==> src/rtl/ld_down_counter.sv <==
// Loadable, cascadable down counter/timer slice with terminal-count pulse and borrow ripple.
// Build option: define LD_DOWN_COUNTER_AUTORELOAD_EN for periodic auto-reload; otherwise one-shot.
module ld_down_counter #(
  parameter int WIDTH = 4
) (
  input  logic             CK,
  input  logic             CDN,
  input  logic [WIDTH-1:0] D,
  input  logic             SD,
  input  logic             SCLR,
  input  logic             SP,
  input  logic             BI,
  output logic [WIDTH-1:0] Q,
  output logic             BO,
  output logic             TC,
  output logic             BUSY
);

  typedef enum logic [1:0] {
    IDLE = 2'd0,
    RUN  = 2'd1,
    DONE = 2'd2
  } state_t;

  state_t           state, state_next, state_count;
  logic [WIDTH-1:0] rld, rld_next, q_next, q_count;
  logic             tc_next, tc_count;
  logic             dec, q_zero, underflow;

  assign q_zero    = (Q == '0);
  assign dec       = (state == RUN) & SP & BI;
  assign underflow = dec & q_zero;

  // Combinational borrow so a whole cascade decrements on the same edge.
  assign BO   = (state == RUN) & BI & q_zero;
  assign BUSY = (state == RUN);

  always_comb begin
    // NOTE: every always_comb output gets a default first, so no path can infer a latch.
    q_count     = Q;
    state_count = state;
    tc_count    = 1'b0;
    if (underflow) begin
      tc_count = 1'b1;
`ifdef LD_DOWN_COUNTER_AUTORELOAD_EN
      q_count     = rld;
      state_count = RUN;
`else
      q_count     = Q;
      state_count = DONE;
`endif
    end else if (dec) begin
      q_count = Q - WIDTH'(1);
    end

    // Ternaries (not if/else) so an unknown SD/SCLR propagates X into the count in simulation.
    q_next     = SCLR ? '0    : (SD ? D   : q_count);
    rld_next   = SCLR ? rld   : (SD ? D   : rld);
    state_next = SCLR ? IDLE  : (SD ? RUN : state_count);
    tc_next    = SCLR ? 1'b0  : (SD ? 1'b0 : tc_count);
  end

  always_ff @(posedge CK or negedge CDN) begin
    if (!CDN) begin
      state <= IDLE;
      Q     <= '0;
      rld   <= '0;
      TC    <= 1'b0;
    end else begin
      // NOTE: sequential state uses non-blocking assignments so all registers update from pre-edge values.
      state <= state_next;
      Q     <= q_next;
      rld   <= rld_next;
      TC    <= tc_next;
    end
  end

endmodule

==> config.mk <==
export PLATFORM = sky130hd
export DESIGN_NAME = ld_down_counter
export DESIGN_NICKNAME = d
export VERILOG_FILES = /design/src/rtl/ld_down_counter.sv
export SDC_FILE = /design/constraint.sdc
export NUM_CORES = 1
export LEC_CHECK = 0
export CAP_MARGIN = 20
export CORE_AREA = 10 10 47 49
export CTS_CLUSTER_DIAMETER = 60
export CTS_CLUSTER_SIZE = 8
export DETAILED_ROUTE_END_ITERATION = 7
export DIE_AREA = 0 0 57 59
export PLACE_DENSITY_LB_ADDON = 0.2
export SYNTH_ARGS = -nofsm -noshare
export SYNTH_HDL_FRONTEND = slang
export SYNTH_SLANG_ARGS = --single-unit
==> constraint.sdc <==
create_clock -name CK -period 2.1 [get_ports CK]
set_clock_uncertainty 0.15 [all_clocks]
set_input_delay 0.315 -clock CK [delete_from_list [all_inputs] [get_ports CK]]
set_output_delay 0.315 -clock CK [all_outputs]
set_load 0.05 [all_outputs]
---- After elaboration in Yosys (flattened, before gate mapping) ----
Index checks and enable logic that the tools add are counted.
storage, ports and cells
  input bits .............................. 10
  flip-flop bits (word level) ............. 7
cells by class
  reduce and logical (&&, ||, !) cells .... 4
  equality and inequality tests ........... 2
  add/sub/neg operators ................... 1
  bitwise logic cells ..................... 5
  multiplexer cells ....................... 10
operator list
  cell                                                                   number
  4-bit two-way mux                                                      4
  2-bit two-way mux                                                      3
  3-bit nonzero test                                                     2
  1-bit bitwise AND                                                      5
  4-bit logical NOT                                                      1
  4-bit by 1-bit subtractor with 4-bit output, second input constant     1
  1-bit two-way mux                                                      3
  3-bit != test, second input constant                                   1
  2-bit by 1-bit equality test with 1-bit output, second input constant  1
  2-bit AND reduction                                                    1

---- Longest topological paths before layout ----
Gate-level depths: netlist of the first run.
  depth after elaboration ................. 7
  depth in mapped cells ................... 5

---- Worst setup path after synthesis of the first run ----
No wires, ideal clock.
  path type ............................... reg2out
  start ................................... register Q[0]
  end ..................................... output BO
  slack ................................... 0.026 ns
  arrival time ............................ 1.609 ns
  stages on the path, launching flop included .. 5
  path buffers ............................ 0
  data required time ...................... 1.635 ns
  cell sequence ........................... dfrtp_1 inv_1 ha_1 nor3b_2 and3_1
on the way
  longest elaborated chain between the ends .. 2
ends and longest elaborated chain
  item                    RTL line  RTL
  from (decl)             13        output logic [WIDTH-1:0] Q,
  from (signal assigned)  72        Q <= q_next;
  4-bit logical NOT       30        assign q_zero = (Q == '0);
  1-bit bitwise AND       35        assign BO = (state == RUN) & BI & q_zero;
  to (decl)               14        output logic BO,
Every way passes these cells.

---- Final worst setup path of the first run ----
Same ends and word-level chain as after synthesis.

==> impl_results.md, run 1 <==
- Seq/Total Area, Yosys: 0.395
- FMAX: 0.494 GHz
- Initial Util: 0.316
- Core box area: 0.00140 mm2
- Clock latency on the worst-skew pair: 0.25 ns
- Placer Congestion: 0.763
- Post-Place Worst Slack: 0.254 ns
- Number of synthesized register bits: 7
- Vias in the first global route: 447
- Final Hold Fails: 0
- Number of cell rows: 14
- Maximum VDD drop: 0.000264 V
- Dpl cells: 78
- Clk pin slew, worst setup/hold paths: 0.05 ns
- Die width: 57 um
- Max Root-Sink Buffers: 2
- Static Leak: 0.000270 uW
- Hold buffers post-CTS: 0
- # port buffers: 16
- First-pass DRT Iterations: 4
- Vias: 446
- Outcome: complete, no violations
- Post-DP HPWL: 938 um
- # DRC: 0
- Crit Path Max Fanout: 5
- I/O pin cnt: 17
- Unique masters post-synth: 26
- Die Area: 0.00336 mm2
- Ys flop type: dfrtp_1
- DR iter-0 viols: 15
- Sink Count: 7
- Fin util: 0.472
- Max Cap Violations: 0
- Minimum clock period: 2.02 ns
- Antenna fix cells: 0
- CTS tree: built
- Final nets: 79
- Setup TNS: 0 ns
- Worst Hold Class: in2async
- WL final: 1.19 mm
- H-tree levels: 1
- Number of buffers created by CTS: 3
- Syn Area/Cell: 9.42 um2
- Mapped cell area: 443 um2
- Crit path kind: reg2out
- Crit path DAT: 1.56 ns
- CP startpoint kind: flop
- Post-Synthesis Cells: 47
- Asr flop ratio synth: 1.00
- Initial antenna violation count: 0
- Largest net degree at the start of global routing: 9
- Total Routing Usage GR: 0.0708
- Remaining antenna violation count after routing: 0
- GRT overflow: 0
- Wire length per cell: 14.4 um
- Global-route wire length before repair: 1.96 mm
- Die Height: 59 um
- Final setup viols: 0
- Rel. slew slack: 0.666
- Post-layout worst setup margin: 0.0751 ns
- Final Non-Filler Cells: 83
- Clock Root Buffer: clkbuf_4
- Vias/cell: 5.37
- Post-synth EDFFs: 0
- Slew Viols, Final: 0
- PD cells: 635 mW/mm2
- Crit end category: output pin
- Least-Margin Pin Slew: 0.499 ns
- Syn nets: 58
- Layout cells sized above 1: 0.209
- Area delta synth->final: 49.4%
- Final cycle utilization of the critical path: 0.964
- Syn. warnings: 0
- Worst Path Required: 1.63 ns
cell usage in the layout (no fill, tap or decap), types with 2 or more instances in the layout:
cell type	netlist	final
clkdlybuf4s50_1	0	12
dfrtp_1	7	7
nor2_1	5	5
o21ai_0	4	4
buf_4	0	4
inv_1	3	3
nor3_1	3	3
clkbuf_4	0	3
nand3_1	2	2
a21oi_1	2	2
a211oi_1	2	2
cell usage after synthesis (2+ instances only):
library cell / n / share of area
dfrtp_1: 7 / 0.40
inv_1: 3 / 0.025
a21oi_1: 2 / 0.023
o21ai_0: 4 / 0.045
nand3_1: 2 / 0.023
and3_1: 2 / 0.028
a211oi_1: 2 / 0.034
nor3_1: 3 / 0.034
nor2_1: 5 / 0.042
worst max-delay path, cell delays in order, from the launching register on:
cell	delay, ns
dfrtp_1	0.41
inv_1	0.10
ha_2	0.22
nor3b_4	0.23
and3_4	0.22
buf_12	0.13
sequential cells by signal (all words and copies together) (netlist names):
signal and cells:
Q 4, state 2, TC 1
worst paths after layout:
kind | slack [ns] | cells past startpoint | start | end
setup / recovery | 0.08 | 5 | Q[0] | BO
hold / removal | 0.18 | 1 | CDN | Q[1]
setup reg to reg | 0.37 | 5 | Q[0] | Q[3]
hold reg to reg | 0.40 | 2 | state[1] | state[1]
max in group asynchronous | 1.37 | 1 | CDN | state[0]
min in group CK | 0.40 | 2 | state[1] | state[1]
report_power, final:
| group | internal, uW | leakage (uW) | switching [uW] |
|---|---|---|---|
| Clock | 72.4 | 0.0000150 | 48.7 |
| Sequential | 143 | 0.0000929 | 13.6 |
| Combinational | 64.7 | 0.000162 | 77.4 |
| Total | 280 | 0.000270 | 140 |
final cells by class:
class / instances / area (um2)
flip-flops and latches: 7 / 175
well taps: 16 / 20.0
clock buffers: 4 / 26.3
inverters: 3 / 11.3
fillers: 147 / 739
multi-input cells: 36 / 259
repair buffers: 17 / 170
metal layers:
layer	track usage	share of wire
met1	0.0844	0.44
met5	0	0
met3	0.0172	0.073
met2	0.109	0.45
met4	0.0503	0.028
kinds of logic after synthesis:
| kind of cell | after synthesis | share of synthesized area |
|---|---|---|
| compound gates | 13 | 0.212 |
| fa+ha+maj | 1 | 0.0282 |
| buf+inv | 4 | 0.0508 |
| flops | 7 | 0.395 |
| simple gates | 22 | 0.314 |
metrics by stage:
| stage | hold WS (ns) | cell area (um2) | total power, uW |
|---|---|---|---|
| 3_5_place_dp | 0.389 | 614 | 290 |
| 5_1_grt | 0.206 | 662 | 440 |
| 6_report | 0.180 | 662 | 420 |
| 3_3_place_gp | 0.414 | 614 | 290 |
| 2_1_floorplan | -0.131 | 443 | 237 |
| 4_1_cts | 0.197 | 647 | 415 |
timing repair:
| item | 4_1_cts | 5_1_grt |
|---|---|---|
| setup endpoints to repair | 1 | 1 |
| resized for setup | 1 | 2 |
| buffers inserted | 0 | 1 |
Power figures use the tool's default switching activity.
==> inputs of run 2 (changes only) <==
--- a/config.mk
+++ b/config.mk
@@ -5,6 +5,7 @@
 export SDC_FILE = /design/constraint.sdc
 export NUM_CORES = 1
 export LEC_CHECK = 0
+export ABC_AREA = 1
 export CAP_MARGIN = 20
 export CORE_AREA = 10 10 47 49
 export CTS_CLUSTER_DIAMETER = 60
==> impl_results.md, run 2 <==
- Layout cells sized above 1: 0.231 (was 0.209)
- Setup bufs post-CTS: 0 (unchanged)
- # resized after CTS: 0 (was 1)
- First-pass DRT Iterations: 4 (unchanged)
- CP peak stage delay: 0.82 ns (was 0.41 ns)
- GRT overflow: 0 (unchanged)
- Finished Cell Area: 649 um2 (was 662 um2)
- Vias/cell: 4.32 (was 5.37)
- Cell Chain, Critical Path: clkdlybuf4s50_1 (was inv_1 > ha_2 > nor3b_4 > and3_4 > buf_12)
- Synth top area share: 0.400 (was 0.395)
- Final nets: 90 (was 79)
- Max reg flops: 4 (unchanged)
- Largest net degree at the start of global routing: 8 (was 9)
- Total Routing Usage GR: 0.0695 (was 0.0708)
- Placer Congestion: 0.794 (was 0.763)
- Least-Margin Pin Slew: 0.504 ns (was 0.499 ns)
- Mapped cell area: 438 um2 (was 443 um2)
- Unrepaired setup endpoints after global routing: false
- Wire length per cell: 11.3 um (was 14.4 um)
- Die width: 57 um (unchanged)
- Unique masters post-synth: 15 (was 26)
- Final Hold Fails: 0 (unchanged)
- Antenna fix cells: 0 (unchanged)
- PD cells: 688 mW/mm2 (was 635 mW/mm2)
- Global-route wire length before repair: 1.86 mm (was 1.96 mm)
- Top cells by area, synth: dfrtp_1, nand2_1, nor2_4 (was dfrtp_1, o21ai_0, nor2_1)
- Final setup viols: 0 (unchanged)
- Syn. warnings: 0 (unchanged)
- Ys flop type: dfrtp_1 (unchanged)
- Die Height: 59 um (unchanged)
- Asr flop ratio synth: 1.00 (unchanged)
- Cell internal pwr: 282 uW (was 280 uW)
- Post-DP HPWL: 878 um (was 938 um)
- Comb power frac: 0.367 (was 0.338)
- H-tree levels: 1 (unchanged)
- Max Cap Violations: 0 (unchanged)
- # DRC: 0 (unchanged)
- Remaining antenna violation count after routing: 0 (unchanged)
- Mux share of post-synthesis cell area: 0 (unchanged)
- Core box area: 0.00140 mm2 (unchanged)
- Syn nets: 69 (was 58)
- Worst Path Required: 1.63 ns (about the same)
- Number of buffers created by CTS: 3 (unchanged)
- Static Leak: 0.000298 uW (was 0.000270 uW)
- Largest Register: Q (unchanged)
- Outcome: complete, no violations (unchanged)
- Vias in the first global route: 427 (was 447)
- Final cycle utilization of the critical path: 0.922 (was 0.964)
- Crit path DAT: 1.47 ns (was 1.56 ns)
- WL final: 1.06 mm (was 1.19 mm)
- Most frequent cells after synthesis: nand2_1, dfrtp_1, inv_1 (was dfrtp_1, nor2_1, o21ai_0)
- Minimum clock period: 1.94 ns (was 2.02 ns)
- Most frequent cells in the layout: nand2_1, clkdlybuf4s50_1, dfrtp_1 (was clkdlybuf4s50_1, dfrtp_1, nor2_1)
- Number of cell rows: 14 (unchanged)
- Crit Path Max Fanout: 4 (was 5)
- Clock latency on the worst-skew pair: 0.25 ns (about the same)
- Area delta synth->final: 48.3% (was 49.4%)
- Slew Viols, Final: 0 (unchanged)
- Largest family of logic cells by synthesized area: simple AND/OR/NAND/NOR gates (unchanged)
- DP Area: 623 um2 (was 614 um2)
- Seq/Total Area, Yosys: 0.400 (was 0.395)
- Maximum VDD drop: 0.000296 V (was 0.000264 V)
- Worst Hold Class: in2async (unchanged)
- CP max-delay cell: clkdlybuf4s50_1 (was dfrtp_1)
- Synth Area in Simple Gates: 0.397 (was 0.314)
- Number of synthesized register bits: 7 (unchanged)
- Hold buffers post-CTS: 0 (unchanged)
- Largest registers: Q: 4 flops, state: 2 flops, TC: 1 flops (unchanged)
- Most common cell after layout, fill and taps aside: nand2_1 (was clkdlybuf4s50_1)
- DR iter-0 viols: 6 (was 15)
- XOR/XNOR Fraction of Synth Area: 0.0200 (was 0)
- Die Area: 0.00336 mm2 (unchanged)
- Post-Synthesis Cells: 58 (was 47)
- Initial Util: 0.313 (was 0.316)
- Sequential power share: 0.360 (was 0.374)
- CTS tree: built (unchanged)
- I/O pin cnt: 17 (unchanged)
- CP startpoint kind: flop (unchanged)
- Post-Synth Adder-Cell Area: 0.0286 (was 0.0282)
- Most common cell in the synthesized netlist: nand2_1 (was dfrtp_1)
- FMAX: 0.516 GHz (was 0.494 GHz)
- Crit end category: output pin (unchanged)
- Max Root-Sink Buffers: 2 (unchanged)
- Sink Count: 7 (unchanged)
- Sw Share: 0.369 (was 0.333)
- Synthesized-area fraction occupied by ao, oa, aoi and oai cells: 0.0857 (was 0.212)
- Post-synth top area cell: dfrtp_1 (unchanged)
- Initial antenna violation count: 0 (unchanged)
- Clock Root Buffer: clkbuf_4 (unchanged)
- # port buffers: 16 (unchanged)
- Vias: 406 (was 446)
- Crit path kind: reg2out (unchanged)
- Syn Area/Cell: 7.55 um2 (was 9.42 um2)
- Switching pwr: 165 uW (was 140 uW)
- Setup TNS: 0 ns (unchanged)
- Delay-heaviest family, CP: buffers and inverters (was simple AND/OR/NAND/NOR gates)
- Rel. slew slack: 0.663 (was 0.666)
- Clock power frac: 0.274 (was 0.288)
- Post-synth EDFFs: 0 (unchanged)
- Clk pin slew, worst setup/hold paths: 0.05 ns (about the same)
- CP bufs+invs: 1 (was 2)
==> run 2: power groups by stage <==
stage / Sequential (uW) / Combinational [uW] / Clock, uW
2_1_floorplan: 196 / 70.3 / 0
3_3_place_gp: 162 / 164 / 0
6_report: 161 / 164 / 122
4_1_cts: 160 / 166 / 126
3_5_place_dp: 163 / 165 / 0
5_1_grt: 163 / 180 / 135
==> run 2: through the flow <==
stage	std cells	hold WS, ns	utilization	total power, uW	setup WS, ns
finish	94	0.182	0.463	446	0.164
global route	94	0.205	0.463	478	0.112
CTS	94	0.188	0.463	453	0.153
detailed placement	90	0.379	0.445	328	0.396
global placement	90	0.364	0.445	327	0.407
floorplan	58	-0.131	-	267	0.283
==> run 2: layout make-up <==
cell class,count,area (um2)
repair buffers,16,165
clock buffers,4,26.3
fillers,145,752
inverters,8,30.0
multi-input cells,43,233
well taps,16,20.0
flip-flops and latches,7,175
==> run 2: worst paths after layout <==
path	startpoint	endpoint	slack, ns	cells after the start
max	Q[1]	Q[1]	0.16	1
max reg2reg	Q[0]	state[0]	0.67	7
min	CDN	TC	0.18	1
min in group CK	Q[1]	Q[1]	0.39	2
max in group asynchronous	CDN	state[1]	1.36	1
min reg2reg	Q[1]	Q[1]	0.39	2
==> run 2: cell families (layout without fill, tap and decap cells) <==
kind of cell / Yosys count / count (layout)
simple gates: 35 / 35
buf+inv: 8 / 28
flops: 7 / 7
compound gates: 6 / 6
fa+ha+maj: 1 / 1
xor+xnor: 1 / 1
==> run 2: per-layer routing <==
layer / GRT usage / share of wire / vias up
met2: 0.107 / 0.44 / 15
met5: 0 / 0 / -
li1: - / - / 219
met4: 0.0503 / 0.033 / 0
met1: 0.0760 / 0.45 / 167
met3: 0.0279 / 0.073 / 5
